===== src/rtl/div_if.sv =====
// Divider request/response bundle between the E stage and div_ctrl.
interface div_if #(
   parameter int WIDTH = 32
);
   logic             start;
   logic             signed_div;
   logic [WIDTH-1:0] a;
   logic [WIDTH-1:0] b;
   logic             flush;
   logic             stall_div;
   logic             result_valid;
   logic [WIDTH-1:0] hi_o;
   logic [WIDTH-1:0] lo_o;

   modport master (
      output start, signed_div, a, b, flush,
      input  stall_div, result_valid, hi_o, lo_o
   );

   modport slave (
      input  start, signed_div, a, b, flush,
      output stall_div, result_valid, hi_o, lo_o
   );
endinterface


===== src/rtl/div_ctrl.sv =====
// Iterative radix-2 restoring divider for MIPS DIV/DIVU in the E stage.
// Holds the pipeline via stall_div and strobes HI/LO for one cycle.
module div_ctrl #(
   parameter int WIDTH = 32
) (
   input  logic  clk,
   input  logic  rst,
   div_if.slave  bus
);
   localparam int CW = $clog2(WIDTH);

   localparam logic [1:0] S_IDLE = 2'd0;
   localparam logic [1:0] S_CALC = 2'd1;
   localparam logic [1:0] S_DONE = 2'd2;

   logic [1:0]       state_q, state_d;
   logic [CW-1:0]    cnt_q, cnt_d;
   logic [WIDTH-1:0] r_q, r_d;
   logic [WIDTH-1:0] q_q, q_d;
   logic [WIDTH-1:0] b_q, b_d;
   logic [WIDTH-1:0] hi_q, hi_d;
   logic [WIDTH-1:0] lo_q, lo_d;
   logic             sq_q, sq_d;
   logic             sr_q, sr_d;

   logic [WIDTH-1:0] a_abs;
   logic [WIDTH-1:0] b_abs;
   logic [WIDTH:0]   t;
   logic [WIDTH:0]   diff;
   logic             ge;

   // r stays below |b| after every step, so its 33rd bit is always
   // zero and only the low WIDTH bits are stored.
   always_comb begin
      a_abs = (bus.signed_div & bus.a[WIDTH-1]) ? -bus.a : bus.a;
      b_abs = (bus.signed_div & bus.b[WIDTH-1]) ? -bus.b : bus.b;
      t     = {r_q, q_q[WIDTH-1]};
      diff  = t - {1'b0, b_q};
      ge    = (t >= {1'b0, b_q});

      state_d = state_q;
      cnt_d   = cnt_q;
      r_d     = r_q;
      q_d     = q_q;
      b_d     = b_q;
      hi_d    = hi_q;
      lo_d    = lo_q;
      sq_d    = sq_q;
      sr_d    = sr_q;

      unique case (1'b1)
         (state_q == S_IDLE): begin
            if (bus.start && !bus.flush) begin
               b_d   = b_abs;
               q_d   = a_abs;
               r_d   = '0;
               cnt_d = '0;
               sq_d  = bus.signed_div &
                       (bus.a[WIDTH-1] ^ bus.b[WIDTH-1]);
               sr_d  = bus.signed_div & bus.a[WIDTH-1];
               if (bus.b == '0) begin
                  hi_d    = bus.a;
                  lo_d    = '1;
                  state_d = S_DONE;
               end else begin
                  state_d = S_CALC;
               end
            end
         end
         (state_q == S_CALC): begin
            if (bus.flush) begin
               state_d = S_IDLE;
            end else begin
               r_d   = ge ? diff[WIDTH-1:0] : t[WIDTH-1:0];
               q_d   = {q_q[WIDTH-2:0], ge};
               cnt_d = cnt_q + CW'(1);
               if (cnt_q == CW'(WIDTH-1)) begin
                  state_d = S_DONE;
                  lo_d    = sq_q ? -q_d : q_d;
                  hi_d    = sr_q ? -r_d : r_d;
               end
            end
         end
         default: state_d = S_IDLE;
      endcase
   end

   always_ff @(posedge clk or negedge rst) begin
      if (!rst) begin
         state_q <= S_IDLE;
         cnt_q   <= '0;
         r_q     <= '0;
         q_q     <= '0;
         b_q     <= '0;
         hi_q    <= '0;
         lo_q    <= '0;
         sq_q    <= 1'b0;
         sr_q    <= 1'b0;
      end else begin
         state_q <= state_d;
         cnt_q   <= cnt_d;
         r_q     <= r_d;
         q_q     <= q_d;
         b_q     <= b_d;
         hi_q    <= hi_d;
         lo_q    <= lo_d;
         sq_q    <= sq_d;
         sr_q    <= sr_d;
      end
   end

   assign bus.stall_div =
      ((state_q == S_IDLE) & bus.start & ~bus.flush) |
      ((state_q == S_CALC) & ~bus.flush);
   assign bus.result_valid = (state_q == S_DONE) & ~bus.flush;
   assign bus.hi_o = hi_q;
   assign bus.lo_o = lo_q;
endmodule

===== src/flat_wrapper.sv =====
// flat-port wrapper written by rule: the top's interface ports become plain ports
module div_ctrl_flat 
#(
   parameter int WIDTH = 32
)
  (clk, rst, bus_start, bus_signed_div, bus_a, bus_b, bus_flush, bus_stall_div, bus_result_valid, bus_hi_o, bus_lo_o);
  div_if #(.WIDTH(WIDTH)) bus_i ();
  input  logic clk;
  input  logic rst;
  input wire logic [$bits(bus_i.start)-1:0] bus_start;
  input wire logic [$bits(bus_i.signed_div)-1:0] bus_signed_div;
  input wire logic [$bits(bus_i.a)-1:0] bus_a;
  input wire logic [$bits(bus_i.b)-1:0] bus_b;
  input wire logic [$bits(bus_i.flush)-1:0] bus_flush;
  output wire logic [$bits(bus_i.stall_div)-1:0] bus_stall_div;
  output wire logic [$bits(bus_i.result_valid)-1:0] bus_result_valid;
  output wire logic [$bits(bus_i.hi_o)-1:0] bus_hi_o;
  output wire logic [$bits(bus_i.lo_o)-1:0] bus_lo_o;
  assign bus_i.start = bus_start;
  assign bus_i.signed_div = bus_signed_div;
  assign bus_i.a = bus_a;
  assign bus_i.b = bus_b;
  assign bus_i.flush = bus_flush;
  assign bus_stall_div = bus_i.stall_div;
  assign bus_result_valid = bus_i.result_valid;
  assign bus_hi_o = bus_i.hi_o;
  assign bus_lo_o = bus_i.lo_o;
  div_ctrl #(.WIDTH(WIDTH)) u_core (.clk(clk), .rst(rst), .bus(bus_i));
endmodule

===== config.mk =====
export PLATFORM = sky130hd
export DESIGN_NAME = div_ctrl_flat
export DESIGN_NICKNAME = d
export VERILOG_FILES = /design/src/rtl/div_if.sv /design/src/rtl/div_ctrl.sv /design/src/flat_wrapper.sv
export SDC_FILE = /design/constraint.sdc
export NUM_CORES = 1
export LEC_CHECK = 0
export ABC_AREA = 1
export BUFFER_PORTS_ARGS = -buffer_cell sky130_fd_sc_hd__buf_2
export CORE_UTILIZATION = 43
export DETAILED_ROUTE_END_ITERATION = 16
export HOLD_SLACK_MARGIN = 0.08
export SKIP_CTS_REPAIR_TIMING = 1
export SYNTH_ARGS = -nofsm -noshare
export SYNTH_HDL_FRONTEND = slang
export SYNTH_SLANG_ARGS = --single-unit

===== constraint.sdc =====
create_clock -name clk -period 7.8 [get_ports clk]
set_input_delay 1.17 -clock clk [delete_from_list [all_inputs] [get_ports clk]]
set_output_delay 1.17 -clock clk [all_outputs]
set_load 0.05 [all_outputs]

==> impl_results.md <==
- Worst Hold Class: register to register
- Worst IR Drop VDD: 0.258 mV
- Critical Path Max Stage Delay: 0.43 ns
- Share of layout cells above drive strength 1: 11.4%
- Minimum clock period: 5.00 ns
- CTS buffer count: 17
- Clock latency on the worst-skew pair: 0.45 ns
- Slowest CP cell: nand2_4
- Htree depth: 4
- Syn avg cell area: 6.50 sq um
- Fmax: 200 MHz
- Top cells by count, synth: 584 x nand2_1, 281 x inv_1, 202 x nor2_1
- I/O Buffers: 134
- Max_slew headroom: 30.5%
- PwrDens: 470 mW/mm^2
- DP Area: 0.0140 sq mm
- Synthesized Nets: 2,122
- Initial core utilization: 43.9%
- Vias in the first global route: 12,500
- Tcrit/Tclk final: 64.1%
- Drt wl/cell: 17.1 um
- Final Setup Violations: 0
- CTS Root Cell: clkbuf_16
- Antenna violations before repair: 1
- RSZ-0062 raised after global routing: no
- Crit path required time: 8.13 ns
- Drt drc: 0
- Clock buffer depth: 2
- Worst Tran Pin Value: 1.04 ns
- Leak pwr: 7.56 nW
- Setup crit end kind: register
- Syn Inst Count: 2,014
- I/O pins: 135
- Hold Vio Cnt, Final: 0
- GRT Util Overall: 28.0%
- Fin nets: 2,215
- Antenna Cells: 0
- Final Cell Area: 0.0146 sq mm
- Clk slew on worst S/H paths: 0.07 ns
- Die Y: 177 um
- Ys flop type: dfrtp_1
- Die ar.: 0.0312 sq mm
- Library cells used by synthesis: 55
- Starting DRT DRC Count: 1,110
- Setup Total Neg Slack: 0 ns
- Final worst clock skew: 0.0170 ns
- Worst-path maximum fanout: 48
- Final HPWL from detailed placement: 32,900 um
- Crit path top cell by count: nand2_1
- Most frequent cell after synthesis: nand2_1
- Largest net degree at the start of global routing: 84
- First-pass GRT wire length: 67,800 um
- Via count: 13,300
- Synth top area share: 32.3%
- TritonCTS sink count: 169
- Synth-to-layout area growth: 11.4%
- Yosys warning count: 0
- Total wire length: 42,800 um
- Detail Route Antenna Nets: 0
- WHS: 0.476 ns
- Number of max-cap violations: 0
- Fin. max-slew vios: 0
- Crit Path Category: register to register
- Status: finished, final reports clean
- FILL cells: 3,162
- Die width: 177 um
- CTS tree: built
- Yosys reg bits: 169
- Core area: 0.0298 sq mm
- Via density: 5.31
- Synthesized area: 0.0131 sq mm
- Sequential area share after synthesis: 32.3%
- WP data arrival: 5.33 ns
- FP Rows: 63
- Final Util: 49.0%
- Synth area leaders: dfrtp_1 32%, nand2_1 17%, inv_1 8.1%
- Setup crit start kind: register
- Number of flops mapped to enable cells by yosys: 0
- Total congestion overflow: 0
- Leading area contributor after synthesis: dfrtp_1
- 1st-pass router iterations: 6
- Asr flop ratio synth: 100%
- GPL Wtd Cong: 0.972
-- cell type report --
type / instances / area, sq um / share of cell area, %
sequential: 169 / 4230 / 29.0
multi-input combinational: 1478 / 7400 / 50.7
clock inverter: 13 / 146 / 1.00
clock buffer: 19 / 443 / 3.04
timing repair buffer: 147 / 774 / 5.31
inverter: 294 / 1100 / 7.57
tap: 390 / 488 / 3.35
-- metrics by stage --
stage | std cells | worst slack, ns | total power [mW]
2_1_floorplan | 2014 | 3.98 | 4.84
3_3_place_gp | 2478 | 3.04 | 5.90
3_5_place_dp | 2478 | 2.99 | 5.93
4_1_cts | 2510 | 2.83 | 6.84
5_1_grt | 2510 | 2.24 | 7.44
6_report | 2510 | 2.80 | 6.86
-- report_power, final --
group          internal (mW)  switching, mW  leakage, nW  total [mW]
Sequential              1.22          0.293         2.06        1.52
Combinational           1.25           3.21         5.23        4.47
Clock                  0.483          0.394        0.272       0.878
Total                   2.96           3.90         7.56        6.86
-- kinds of logic (layout without fill, tap and decap cells) --
group                    after synthesis  in the layout  share of synthesized area, %
buffers and inverters                367            473                          11.3
AO/OA/AOI/OAI                        325            325                          14.5
flip-flops                           169            169                          32.3
AND/OR/NAND/NOR                     1058           1058                          34.4
XOR/XNOR                              56             56                          3.75
adder cells (fa/ha/maj)               39             39                          3.78
-- layer usage --
metal / vias up / track usage [%] / wire, um / share of wire (%)
li1: 6673 / - / - / -
met1: 6241 / 40.6 / 20800 / 48
met2: 380 / 43.3 / 19000 / 44
met3: 41 / 4.13 / 2260 / 5.3
met4: 2 / 7.47 / 784 / 1.8
met5: - / 0 / 12 / 0.028
-- cells in the final DEF (no fill, tap or decap), types with 18 or more instances in the layout --
cell type,instances
a31oi_1,22
xnor2_1,19
xor2_1,37
o22ai_1,24
nor3_1,42
nor2_1,201
nand4_1,21
o21ai_1,18
o21ai_0,116
ha_1,38
dfrtp_1,169
buf_2,133
nand2_1,583
a21oi_1,79
nand3_1,142
inv_1,281
-- sequential cells by signal (all words and copies together) (netlist names) --
signal and cells:
u_core.cnt_q 5, u_core.sr_q 1, u_core.bus.hi_o 32, u_core.sq_q 1
u_core.state_q 2, u_core.b_q 32, u_core.bus.lo_o 32, u_core.q_q 32
u_core.r_q 32
-- critical path: cells and delay by family (launching register included) --
kind                       cells  cell delay [ns]
AOI/OAI and AO/OA              2             0.41
xor gates and xnor gates       1             0.09
adders and majority gates      2             0.59
buffers and inverters          4             0.64
DFF                            1             0.41
and+or+nand+nor               16             2.73
-- path summary, 6_finish.rpt --
kind / start / endpoint / slack, ns / cells after the start
setup / recovery: u_core.r_q[22]$_DFFE_PN0P_ / u_core.bus.lo_o[28]$_DFFE_PN0P_ / 2.80 / 25
hold / removal: u_core.bus.lo_o[17]$_DFFE_PN0P_ / u_core.bus.lo_o[17]$_DFFE_PN0P_ / 0.48 / 2
setup reg to reg: u_core.r_q[22]$_DFFE_PN0P_ / u_core.bus.lo_o[28]$_DFFE_PN0P_ / 2.80 / 25
hold reg to reg: u_core.bus.lo_o[17]$_DFFE_PN0P_ / u_core.bus.lo_o[17]$_DFFE_PN0P_ / 0.48 / 2
max in group asynchronous: rst / u_core.bus.lo_o[23]$_DFFE_PN0P_ / 5.82 / 2
min in group asynchronous: rst / u_core.b_q[11]$_DFFE_PN0P_ / 0.67 / 1
No activity file was read; power rests on OpenSTA's default activity.
